==> config.mk <==
export PLATFORM = sky130hd
export DESIGN_NAME = uart_term_rx
export DESIGN_NICKNAME = d
export VERILOG_FILES = /design/src/rtl/uart_term_pkg.sv /design/src/rtl/uart_term_fifo.sv /design/src/rtl/uart_term_rx.sv
export SDC_FILE = /design/constraint.sdc
export NUM_CORES = 1
export LEC_CHECK = 0
export CORE_ASPECT_RATIO = 0.8
export CORE_MARGIN = 3
export CORE_UTILIZATION = 40
export CTS_CLUSTER_SIZE = 10
export DETAILED_ROUTE_END_ITERATION = 10
export MAX_ROUTING_LAYER = met4
export PLACE_DENSITY_LB_ADDON = 0.12
export SLEW_MARGIN = 30
export SYNTH_ARGS = -nofsm -noshare
export SYNTH_HDL_FRONTEND = slang
export SYNTH_SLANG_ARGS = --single-unit
==> constraint.sdc <==
create_clock -name HCLK -period 3.4 [get_ports HCLK]
set_input_delay 0.34 -clock HCLK [delete_from_list [all_inputs] [get_ports HCLK]]
set_output_delay 0.34 -clock HCLK [all_outputs]
set_load 0.1 [all_outputs]
==> src/rtl/uart_term_pkg.sv <==
// Shared types and helpers for the uart_term receive terminal.
package uart_term_pkg;

  // Parity selection encoding for the PARITY parameter.
  localparam int PAR_NONE = 0;
  localparam int PAR_ODD  = 1;
  localparam int PAR_EVEN = 2;

  // Receive FSM states. IDLE is the reset state.
  typedef enum logic [2:0] {
    ST_IDLE,
    ST_START,
    ST_DATA,
    ST_PARITY,
    ST_STOP
  } state_e;

  // 2-of-3 majority, used to vote each bit from three mid-bit samples.
  function automatic logic maj3(input logic a, input logic b, input logic c);
    return (a & b) | (a & c) | (b & c);
  endfunction

  // FIFO entry width: {perr, ferr, data}.
  function automatic int entry_width(input int data_bits);
    return data_bits + 2;
  endfunction

endpackage

==> src/rtl/uart_term_fifo.sv <==
// Synchronous show-ahead FIFO. Pointers carry one extra wrap bit so full and
// empty are told apart without a separate counter. When full, a push is
// accepted only if a pop happens in the same cycle.
module uart_term_fifo
  import uart_term_pkg::*;
#(
  parameter int WIDTH = 10,
  parameter int DEPTH = 8
) (
  input  logic                     clk_i,
  input  logic                     rst_i,
  input  logic                     push_i,
  input  logic [WIDTH-1:0]         wdata_i,
  input  logic                     pop_i,
  output logic [WIDTH-1:0]         rdata_o,
  output logic                     full_o,
  output logic                     empty_o,
  output logic [$clog2(DEPTH):0]   level_o
);

  localparam int AW = $clog2(DEPTH);
  localparam logic [AW:0] PTR_ONE = {{AW{1'b0}}, 1'b1};

  logic [WIDTH-1:0] mem_q [DEPTH];
  logic [AW:0]      wr_ptr_q, wr_ptr_d;
  logic [AW:0]      rd_ptr_q, rd_ptr_d;
  logic             do_push;
  logic             do_pop;

  assign empty_o = (wr_ptr_q == rd_ptr_q);
  assign full_o  = (wr_ptr_q[AW] != rd_ptr_q[AW]) &&
                   (wr_ptr_q[AW-1:0] == rd_ptr_q[AW-1:0]);
  assign level_o = wr_ptr_q - rd_ptr_q;

  assign do_pop  = pop_i && !empty_o;
  assign do_push = push_i && (!full_o || do_pop);

  // Head is shown directly; forced to zero when empty so it has a defined value.
  assign rdata_o = empty_o ? '0 : mem_q[rd_ptr_q[AW-1:0]];

  // Pointer advance.
  always_comb begin
    // NOTE: every always_comb output gets a default first so no latch is inferred.
    wr_ptr_d = wr_ptr_q;
    rd_ptr_d = rd_ptr_q;
    if (do_push) wr_ptr_d = wr_ptr_q + PTR_ONE;
    if (do_pop)  rd_ptr_d = rd_ptr_q + PTR_ONE;
  end

  // Pointer registers.
  always_ff @(posedge clk_i or posedge rst_i) begin
    // NOTE: sequential state uses non-blocking assignments only.
    if (rst_i) begin
      wr_ptr_q <= '0;
      rd_ptr_q <= '0;
    end else begin
      wr_ptr_q <= wr_ptr_d;
      rd_ptr_q <= rd_ptr_d;
    end
  end

  // Storage write.
  // NOTE: the storage array is deliberately not reset; emptiness is tracked by
  // the pointers, and resetting the array would only cost flops and routing.
  always_ff @(posedge clk_i) begin
    if (do_push) mem_q[wr_ptr_q[AW-1:0]] <= wdata_i;
  end

endmodule

==> src/rtl/uart_term_rx.sv <==
// UART receive terminal: 2-flop synchronizer, clock-counted bit timing with a
// 3-sample majority vote per bit, configurable framing, and a receive FIFO
// that stores per-character framing and parity error flags.
module uart_term_rx
  import uart_term_pkg::*;
#(
  parameter int CLKS_PER_BIT = 16,
  parameter int DATA_BITS    = 8,
  parameter int PARITY       = PAR_NONE,
  parameter int STOP_BITS    = 1,
  parameter int FIFO_DEPTH   = 8
) (
  input  logic                          HCLK,
  input  logic                          HRESET,
  input  logic                          rx,
  input  logic                          rd_en,
  output logic [DATA_BITS-1:0]          rd_data,
  output logic                          rd_ferr,
  output logic                          rd_perr,
  output logic                          rd_valid,
  output logic [$clog2(FIFO_DEPTH):0]   level,
  output logic                          overrun,
  input  logic                          clr_ovr
);

  localparam int EW = entry_width(DATA_BITS);
  localparam int PW = $clog2(CLKS_PER_BIT);
  localparam int H  = CLKS_PER_BIT / 2;

  // Phase actions are keyed on the value the counter steps into on that edge:
  // the counter reads (p-1) in the cycle whose closing edge is phase p.
  localparam logic [PW-1:0] PH_SAMP_A = PW'(H - 2);      // edge of phase H-1
  localparam logic [PW-1:0] PH_SAMP_B = PW'(H - 1);      // edge of phase H
  localparam logic [PW-1:0] PH_VOTE   = PW'(H);          // edge of phase H+1
  localparam logic [PW-1:0] PH_LAST   = PW'(CLKS_PER_BIT - 1);
  localparam logic [PW-1:0] PH_ONE    = {{(PW-1){1'b0}}, 1'b1};
  localparam logic [3:0]    LAST_DATA = 4'(DATA_BITS - 1);
  localparam logic [3:0]    LAST_STOP = 4'(STOP_BITS - 1);
  localparam logic          ODD_PAR   = (PARITY == PAR_ODD);

  // Synchronizer and edge history.
  logic sync1_q, rx_s_q, rx_prev_q;

  // Bit timing and vote samples.
  logic [PW-1:0] phase_q, phase_d;
  logic          samp_a_q, samp_b_q;
  logic          vote;
  logic          vote_now;

  // Frame assembly.
  state_e                 state_q, state_d;
  logic [3:0]             bit_idx_q, bit_idx_d;
  logic [DATA_BITS-1:0]   shift_q, shift_d;
  logic                   ferr_q, ferr_d;
  logic                   perr_q, perr_d;

  // Registered push towards the FIFO.
  logic                   push_q, push_d;
  logic [EW-1:0]          entry_q, entry_d;

  // FIFO and overrun.
  logic [EW-1:0]          fifo_rdata;
  logic                   fifo_full;
  logic                   fifo_empty;
  logic                   ovr_set;
  logic                   overrun_q;

  assign vote     = maj3(samp_a_q, samp_b_q, rx_s_q);
  assign vote_now = (phase_q == PH_VOTE);

  // Two-flop synchronizer on the asynchronous line plus one history flop.
  always_ff @(posedge HCLK or posedge HRESET) begin
    if (HRESET) begin
      sync1_q   <= 1'b1;
      rx_s_q    <= 1'b1;
      rx_prev_q <= 1'b1;
    end else begin
      sync1_q   <= rx;
      rx_s_q    <= sync1_q;
      rx_prev_q <= rx_s_q;
    end
  end

  // Capture the first two of the three mid-bit samples.
  always_ff @(posedge HCLK or posedge HRESET) begin
    if (HRESET) begin
      samp_a_q <= 1'b1;
      samp_b_q <= 1'b1;
    end else begin
      if (phase_q == PH_SAMP_A) samp_a_q <= rx_s_q;
      if (phase_q == PH_SAMP_B) samp_b_q <= rx_s_q;
    end
  end

  // Next-state logic: phase counter, bit index, shift register, error flags.
  always_comb begin
    state_d   = state_q;
    bit_idx_d = bit_idx_q;
    shift_d   = shift_q;
    ferr_d    = ferr_q;
    perr_d    = perr_q;
    push_d    = 1'b0;
    entry_d   = entry_q;
    phase_d   = (phase_q == PH_LAST) ? '0 : phase_q + PH_ONE;

    unique case (state_q)
      ST_IDLE: begin
        phase_d = '0;
        if (rx_prev_q && !rx_s_q) begin
          state_d   = ST_START;
          bit_idx_d = '0;
          ferr_d    = 1'b0;
          perr_d    = 1'b0;
        end
      end

      ST_START: begin
        if (vote_now) begin
          // A start bit that votes high was a glitch on an idle line.
          state_d = vote ? ST_IDLE : ST_DATA;
        end
      end

      ST_DATA: begin
        if (vote_now) begin
          shift_d = {vote, shift_q[DATA_BITS-1:1]};
          if (bit_idx_q == LAST_DATA) begin
            bit_idx_d = '0;
            state_d   = (PARITY != PAR_NONE) ? ST_PARITY : ST_STOP;
          end else begin
            bit_idx_d = bit_idx_q + 4'd1;
          end
        end
      end

      ST_PARITY: begin
        if (vote_now) begin
          perr_d  = ((^shift_q) ^ vote) != ODD_PAR;
          state_d = ST_STOP;
        end
      end

      ST_STOP: begin
        if (vote_now) begin
          if (!vote) ferr_d = 1'b1;
          if (bit_idx_q == LAST_STOP) begin
            // Resynchronise mid-stop: hand the frame over and look for the
            // next falling edge straight away.
            push_d  = 1'b1;
            entry_d = {perr_d, ferr_d, shift_q};
            state_d = ST_IDLE;
          end else begin
            bit_idx_d = bit_idx_q + 4'd1;
          end
        end
      end

      default: state_d = ST_IDLE;
    endcase
  end

  // FSM and datapath registers.
  always_ff @(posedge HCLK or posedge HRESET) begin
    if (HRESET) begin
      state_q   <= ST_IDLE;
      phase_q   <= '0;
      bit_idx_q <= '0;
      shift_q   <= '0;
      ferr_q    <= 1'b0;
      perr_q    <= 1'b0;
      push_q    <= 1'b0;
      entry_q   <= '0;
    end else begin
      state_q   <= state_d;
      phase_q   <= phase_d;
      bit_idx_q <= bit_idx_d;
      shift_q   <= shift_d;
      ferr_q    <= ferr_d;
      perr_q    <= perr_d;
      push_q    <= push_d;
      entry_q   <= entry_d;
    end
  end

  // A push into a full FIFO is lost unless a pop frees a slot that same cycle.
  assign ovr_set = push_q && fifo_full && !rd_en;

  // Sticky overrun flag; a new drop wins over a simultaneous clear.
  always_ff @(posedge HCLK or posedge HRESET) begin
    if (HRESET) begin
      overrun_q <= 1'b0;
    end else if (ovr_set) begin
      overrun_q <= 1'b1;
    end else if (clr_ovr) begin
      overrun_q <= 1'b0;
    end
  end

  uart_term_fifo #(
    .WIDTH (EW),
    .DEPTH (FIFO_DEPTH)
  ) u_fifo (
    .clk_i   (HCLK),
    .rst_i   (HRESET),
    .push_i  (push_q),
    .wdata_i (entry_q),
    .pop_i   (rd_en),
    .rdata_o (fifo_rdata),
    .full_o  (fifo_full),
    .empty_o (fifo_empty),
    .level_o (level)
  );

  assign rd_data  = fifo_rdata[DATA_BITS-1:0];
  assign rd_ferr  = fifo_rdata[DATA_BITS];
  assign rd_perr  = fifo_rdata[DATA_BITS+1];
  assign rd_valid = !fifo_empty;
  assign overrun  = overrun_q;

endmodule

==> results_dict.tcl, run 1 <==
set metrics [dict create \
    slew_headroom_pct 36.0 \
    final_cell_area_mm2 0.00660 \
    final_hold_viol_count 0 \
    cts_inserted_buffers 17 \
    setup_violations 0 \
    regToRegSetupSlack_ns 0.96 \
    cts_max_level 4 \
    antenna_left 0 \
    ys_ff_latch 126 \
    power.density_mw_per_mm2 899 \
    layout_commonest_cell "edfxtp_1" \
    power_mw 5.94 \
    status "completed" \
    cap_viol_max_count 0 \
    num_vias 2891 \
    hold_slack_ns 0.344 \
    dr.pass1.iters 4 \
    synth-edff-count 80 \
    timing.final.ws_setup_ns 0.922 \
    numPortBuffers 20 \
    ctsLongestPathBuffers 2 \
    yosys.area_share.simple_pct 8.03 \
    yosysTopAreaCell "edfxtp_1" \
    coreArea_mm2 0.0131 \
    worst_ir_drop_vdd_mv 0.723 \
    cts_tree "done" \
    cp-end-kind "output pin" \
    tns_ns 0 \
    routabilityCongestion 0.756 \
    synth_compound_gate_area_share_pct 4.59 \
    max_freq_ghz 0.403 \
    synth.area.mux_share_pct 13.7 \
    start_util_pct 41.5 \
    hp-class "in -> reg" \
    postSynth.asyncResetShare_pct 36.5 \
    drt-total-wl_um 9940 \
    die_area_mm2 0.0150 \
    grt_first_pass_wirelength_um 16300 \
    finClkSkew_ns 0.0104 \
    crit_path_max_fanout 23 \
    utilization_pct 50.6 \
    drive_gt1_share_pct 27.7 \
    cts_sinks 126 \
    min_period_ns 2.48 \
    ios 21 \
    via_per_inst 5.02 \
    fin_nets 404 \
    mostFrequentLayoutCells "edfxtp_1 (80), dfrtp_1 (41), nand2_1 (35)" \
    grt_pass1_vias 3000 \
    ctsHoldBuffers 0 \
    min_period_over_period_pct 72.9 \
    rsz0062_at_grt "false" \
    cts_resized 0 \
    postCtsSetupRepairBufs 0 \
    drc 0 \
    path_clk_slew_ns 0.06 \
    synth_top_family_by_area "multiplexers" \
    dp_cells 544 \
    yosysWarnings 0 \
    avgSynthCellArea_um2 15.4 \
    yosysSeqAreaShare_pct 65.6 \
    die_y_um 110 \
    netlist_instances 351 \
    n_antenna_cell 0 \
    worst_pin_slew_ns 0.957 \
    leakagePower_nw 2.57 \
    root_buffer "clkbuf_16" \
    critPathKind "reg -> out" \
    synthDistinctLibCells 51 \
    synth-xor-area-share_pct 2.84 \
    crit_required_ns 3.06 \
    drv_slew 0 \
    synthFlopType "edfxtp_1" \
    synth_fp_nets 367 \
    dpl_worst_slack_ns 0.924 \
    ff2ff_path_depth 5 \
    hpwl_um 6510 \
    netlist.area_leader.share_pct 44.3 \
    crit_path_start_kind "register" \
    wire_per_inst_um 17.3 \
    overflow 0 \
    drt-initial-drc-count 197 \
    clk_latency_ns 0.40 \
    postPlaceCellArea_mm2 0.00599 \
    track_usage_pct 15.0 \
    synth_top_cells_by_area "edfxtp_1 (44%), dfrtp_1 (19%), mux4_2 (8.3%), mux2_2 (2.9%), mux2_4 (2.5%)" \
    placementRows 37 \
    holdPathStages 1 \
    die_w_um 136 \
    arrival_ns 2.14 \
    fin_cells 576 \
    synth_area_mm2 0.00542 \
    grt_max_degree 47 \
    antenna_found_initial 0 \
    syn2layout_area_growth_pct 21.7 \
    synthAdderAreaFrac_pct 2.86 \
]
power by group:
group	internal (mW)	switching (mW)	total, mW
logic	0.824	1.45	2.27
registers	1.71	0.110	1.82
clock network	1.16	0.677	1.84
total	3.70	2.24	5.94
routing by layer:
metal / up-vias / share of wire [%] / GRT usage [%]
met4: 0 / 1.0 / 5.40
met5: - / 0 / -
li1: 1381 / - / -
met1: 1466 / 50 / 21.0
met2: 34 / 46 / 22.0
met3: 10 / 2.9 / 3.13
path summary, 6_finish.rpt:
| path | startpoint | to |
|---|---|---|
| setup reg to reg | u_fifo.wr_ptr_q[2] | u_fifo.mem_q[4][7] |
| max in group asynchronous | HRESET | entry_q[5] |
| setup / recovery | u_fifo.rd_ptr_q[0] | rd_data[4] |
| min in group asynchronous | HRESET | u_fifo.rd_ptr_q[3] |
| hold / removal | rx | sync1_q |
| hold reg to reg | sync1_q | rx_s_q |
sequential cells by signal (all words and copies together) (netlist names), 3 cells and up:
register	cells
phase_q	4
state_q	3
u_fifo.rd_ptr_q	4
u_fifo.mem_q	80
entry_q	10
bit_idx_q	4
u_fifo.wr_ptr_q	4
shift_q	8
cell families (layout without fill, tap and decap cells):
logic type                 Yosys count  in the layout
AOI/OAI and AO/OA                   39             39
DFF                                126            126
and+or+nand+nor                     84             84
muxes                               43             43
xor gates and xnor gates            16             16
buffers and inverters               31             81
adders and majority gates           12             12
cell usage after synthesis, types with 2 or more instances:
cell,count
dfrtp_1,41
and2b_2,2
dfstp_2,5
edfxtp_1,80
nand2b_1,3
nor2b_1,5
nor4b_1,2
nand3b_1,3
o21ai_0,9
mux2_2,14
xnor2_1,15
or3_1,2
nor2_1,10
clkbuf_1,8
nand3_1,6
nand4bb_1,2
buf_2,2
a21oi_1,15
a21o_1,2
nand2_1,35
ha_1,10
nor3_1,5
mux2_4,9
nor3b_1,2
mux4_2,20
inv_1,19
final cells by class:
class | instances | area, um^2
clock buffer | 17 | 425
clock inverter | 15 | 186
fill | 1099 | 6450
inverter | 19 | 73.8
multi-input combinational | 194 | 1740
sequential | 126 | 3560
tap | 175 | 219
timing repair buffer | 30 | 400
critical path: stages (launching register included):
cell and delay, ns:
dfrtp_1 0.34, buf_4 0.41, mux4_2 0.58, nand2_1 0.11, a21oi_1 0.10, buf_12 0.18
(Power assumes the default switching activity.)
==> run 2: changes to the inputs <==
clock period = 2 ns   (was 3.4 ns; I/O delays follow)
==> run 2 against run 1 <==
Compared with the run above: the run now ends with setup timing left; clock skew is 0.0018 ns lower; clock power grew 72%; via count increased by 6.7%; power increased by 90%; global-route usage rose by 1.5 points; cell count increased by 6.6%; largest cell class unchanged.
==> results_dict.tcl, run 2 (synthesis gave the netlist of run 1 again) <==
set metrics [dict create \
    wl_met2_um 5370 \
    dr.pass1.iters 4 \
    postPlaceCellArea_mm2 0.00649 \
    crit_path_start_kind "register" \
    cts_tree "done" \
    clk_latency_ns 0.41 \
    n_antenna_cell 0 \
    die_y_um 110 \
    grt_max_degree 39 \
    cp-end-kind "output pin" \
    antenna_left 0 \
    routabilityCongestion 0.769 \
    die_area_mm2 0.0150 \
    drt-total-wl_um 11000 \
    path_clk_slew_ns 0.06 \
    crit_chain "clkbuf_16, mux4_2, nand2_2, a21oi_4, buf_12" \
    grt_pass1_vias 3087 \
    max_freq_ghz 0.469 \
    route.met3.wl_um 441 \
    worst_ir_drop_vdd_mv 0.888 \
    critPathKind "reg -> out" \
    grt_first_pass_wirelength_um 17500 \
    timing.final.ws_setup_ns -0.131 \
    power.density_mw_per_mm2 1500 \
    drv_slew 0 \
    min_period_over_period_pct 107 \
    drive_gt1_share_pct 48.1 \
    ios 21 \
    layout_commonest_cell "edfxtp_1" \
    coreArea_mm2 0.0131 \
    start_util_pct 41.5 \
    slew_headroom_pct 67.9 \
    numPortBuffers 20 \
    crit_slowest_cell "mux4_2" \
    drc 0 \
    overflow 0 \
    hold_slack_ns 0.0286 \
    power_mw 11.3 \
    top_layer "met4" \
    rsz0062_at_grt "true" \
    cts_inserted_buffers 17 \
    setup_violations 14 \
    largest_reg_flops 80 \
    min_period_ns 2.13 \
    track_usage_pct 16.5 \
    arrival_ns 1.93 \
    antenna_found_initial 0 \
    nFillCells 1049 \
    cap_viol_max_count 0 \
    met1_length_um 5130 \
    wire_per_inst_um 17.9 \
    cts_max_level 4 \
    final_hold_viol_count 0 \
    hp-class "in -> async" \
    drt-initial-drc-count 130 \
    worst_pin_slew_ns 0.475 \
    syn2layout_area_growth_pct 38.2 \
    mostFrequentLayoutCells "edfxtp_1 (80), dfrtp_1 (39), buf_4 (27), buf_12 (27)" \
    placementRows 37 \
    ctsLongestPathBuffers 2 \
    via_per_inst 5.02 \
    cts_sinks 126 \
    cp_slowest_stage_delay_ns 0.51 \
    final_cell_area_mm2 0.00750 \
    num_vias 3085 \
    ctsHoldBuffers 0 \
    leakagePower_nw 2.88 \
    fin_nets 442 \
    violations "setup timing" \
    hpwl_um 6850 \
    crit_required_ns 1.80 \
    root_buffer "clkbuf_16" \
    status "complete, but fails checks" \
    crit_path_max_fanout 6 \
    finClkSkew_ns 0.00852 \
    die_w_um 136 \
]
## run 2: critical path: cells and delay by family (launching register included)
family	cells	cell delay, ns
buf+inv	2	0.36
simple gates	1	0.10
compound gates	1	0.07
flops	1	0.48
mux	1	0.51
## run 2: what timing repair did
| action | 4_1_cts | 5_1_grt |
|---|---|---|
| cloned | 2 | 2 |
| setup buffers | 11 | 8 |
| endpoints found under the setup margin | 14 | 106 |
| pin swaps | 9 | 15 |
| gates resized for setup | 37 | 24 |
## run 2: path summary, 6_finish.rpt
path                                    start            endpoint  slack, ns  cells after the start
setup reg to reg           u_fifo.wr_ptr_q[1]  u_fifo.mem_q[1][5]       0.03                      9
max in group asynchronous              HRESET            samp_a_q       1.44                      3
min in group HCLK                          rx             sync1_q       0.21                      1
setup / recovery           u_fifo.rd_ptr_q[0]          rd_data[3]      -0.13                      5
hold / removal                         HRESET  u_fifo.wr_ptr_q[1]       0.03                      2
hold reg to reg                       sync1_q              rx_s_q       0.36                      0
## run 2: report_power, final
group          internal, mW  total (mW)  switching [mW]
Clock                  2.10        3.16            1.05
Combinational          2.12        5.01            2.89
Sequential             2.92        3.10           0.181
Total                  7.15        11.3            4.12
## run 2: final cells by class
type | instances | area (um^2) | share of cell area [%]
tap | 175 | 219 | 2.92
clock buffer | 20 | 447 | 5.96
clock inverter | 12 | 168 | 2.24
sequential | 126 | 3560 | 47.5
multi-input combinational | 195 | 2120 | 28.3
inverter | 19 | 77.6 | 1.03
timing repair buffer | 67 | 902 | 12.0
## run 2: stage by stage
step | setup slack (ns) | setup TNS, ns | std cells | util (%)
after floorplan | -0.211 | -4.26 | 351 | -
after global placement | 0.0659 | 0 | 564 | 49.7
after detailed placement | 0.0438 | 0 | 564 | 49.7
after CTS | -0.162 | -1.66 | 608 | 56.3
after global routing | -0.209 | -3.06 | 614 | 57.4
final | -0.131 | -1.32 | 614 | 57.4
## run 2: layer usage
| metal | up-vias | GRT usage [%] |
|---|---|---|
| met2 | 50 | 24.6 |
| met4 | 0 | 4.75 |
| met5 | - | - |
| met3 | 8 | 4.95 |
| li1 | 1461 | - |
| met1 | 1566 | 22.3 |
==> run 3: changes to the inputs <==
CELL_PAD_IN_SITES_DETAIL_PLACEMENT = 1   (was not set)
CELL_PAD_IN_SITES_GLOBAL_PLACEMENT = 2   (was not set)
==> run 3 against run 2 <==
Compared with the run above: the run still ends with setup timing left; clock power up 2%; count of clock-buffer cells in the layout fell by 3; worst setup slack worse by 0.098 ns; fmax decreased by 4.4%; largest cell class unchanged.
==> results_dict.tcl, run 3 (synthesis gave the netlist of run 1 again) <==
set metrics [dict create \
    status "complete, but fails checks" \
    violations "setup timing" \
    final_cell_area_mm2 0.00762 \
    critPathTopFamily "multiplexers" \
    n_antenna_cell 0 \
    placementRows 37 \
    critPathBufInv 2 \
    cap_viol_max_count 0 \
    coreArea_mm2 0.0131 \
    dr.pass1.iters 4 \
    syn2layout_area_growth_pct 40.5 \
    crit_path_start_kind "register" \
    min_period_over_period_pct 111 \
    num_vias 3357 \
    rsz0062_at_grt "true" \
    hold_slack_ns 0.100 \
    crit_required_ns 1.80 \
    overflow 0 \
    ios 21 \
    grt_first_pass_wirelength_um 21400 \
    worst_pin_slew_ns 0.604 \
    routabilityCongestion 0.786 \
    start_util_pct 41.5 \
    slew_headroom_pct 59.4 \
    tns_ns -9.25 \
    antenna_found_initial 0 \
    cts_tree "done" \
    die_w_um 136 \
    arrival_ns 2.03 \
    mostFrequentLayoutCells "edfxtp_1 (80), dfrtp_1 (39), buf_4 (37)" \
    drv_slew 0 \
    hp-class "in -> async" \
    root_buffer "clkbuf_16" \
    cts_max_level 4 \
    max_freq_ghz 0.449 \
    timing.final.ws_setup_ns -0.229 \
    worst_ir_drop_vdd_mv 1.08 \
    path_clk_slew_ns 0.06 \
    r2r_start "u_fifo.rd_ptr_q[0]" \
    cp-end-kind "output pin" \
    drt-total-wl_um 14100 \
    power_mw 11.5 \
    layout_commonest_cell "edfxtp_1" \
    crit_chain "clkbuf_16, mux4_2, nand2_2, a21oi_4, buf_12" \
    final_hold_viol_count 0 \
    ctsLongestPathBuffers 2 \
    grt_max_degree 20 \
    crit_start "u_fifo.rd_ptr_q[0]" \
    crit_slowest_cell "mux4_2" \
    drive_gt1_share_pct 48.8 \
    wire_per_inst_um 22.4 \
    clk_latency_ns 0.42 \
    drc 0 \
    min_period_ns 2.23 \
    cts_sinks 126 \
    track_usage_pct 20.8 \
    cts_inserted_buffers 17 \
    antenna_left 0 \
    drt-initial-drc-count 264 \
    postPlaceCellArea_mm2 0.00645 \
    dpl_worst_slack_ns -0.156 \
    die_area_mm2 0.0150 \
    numPortBuffers 20 \
    grt_pass1_vias 3509 \
    crit_path_max_fanout 6 \
    die_y_um 110 \
    largest_reg_flops 80 \
    fin_nets 458 \
    hpwl_um 7760 \
    critPathKind "reg -> out" \
    cp_slowest_stage_delay_ns 0.52 \
    leakagePower_nw 2.97 \
    power.density_mw_per_mm2 1510 \
    setup_violations 96 \
    via_per_inst 5.33 \
    finClkSkew_ns 0.0109 \
]
run 3: cell count changes in the layout (fill, tap and decap cells not counted), moves of 3 or more:
cell,change
clkinv_4,+4
buf_12,-3
buf_4,+10
buf_6,+8
nand2_2,-6
nand2_1,+8
run 3: final cells by class:
class,instances,area (um^2)
Clock buffer,17,425
Clock inverter,15,196
Fill cell,1214,5440
Inverter,19,80.1
Multi-Input combinational cell,195,2100
Sequential cell,126,3560
Tap cell,175,219
Timing Repair Buffer,83,1040
run 3: layer usage:
layer	vias up	share of wire [%]	wire (um)	global-route usage (%)
li1	1508	-	-	-
met5	-	0	0	-
met1	1748	43	6080	26.5
met2	78	51	7210	33.5
met3	23	4.2	588	4.63
met4	0	1.8	255	7.19
run 3: final timing paths:
check,cells past startpoint,slack (ns),to
hold / removal,2,0.10,u_fifo.rd_ptr_q[2]
min in group HCLK,1,0.20,sync1_q
max in group asynchronous,3,1.34,shift_q[1]
hold reg to reg,0,0.38,rx_s_q
setup reg to reg,9,-0.14,u_fifo.mem_q[6][2]
setup / recovery,5,-0.23,rd_data[0]
run 3: report_power, final:
| part | switching [mW] | total (mW) | internal, mW |
|---|---|---|---|
| clock | 1.14 | 3.22 | 2.08 |
| combinational | 2.97 | 5.15 | 2.18 |
| sequential | 0.219 | 3.14 | 2.92 |
| total | 4.33 | 11.5 | 7.18 |
run 3: worst reg2reg max path, cell delays in order, from the launching register on:
cell and delay [ns]:
dfrtp_2 0.50, ha_4 0.32, nand3_4 0.08, buf_4 0.14, o31a_1 0.32, nand2_4 0.13, buf_6 0.12, buf_6 0.11
nor2_4 0.03, buf_12 0.14
run 3: timing repair:
action	CTS	global route
hold buffers	0	0
gates resized for setup	51	19
pin swaps	14	14
setup endpoints to repair	94	108
cloned	5	3
setup buffers	18	8
run 3: through the flow:
stage,utilization (%),instances
6_report,58.4,630
5_1_grt,58.4,630
4_1_cts,57.7,624
3_5_place_dp,49.4,569
3_3_place_gp,49.4,569
2_1_floorplan,-,351
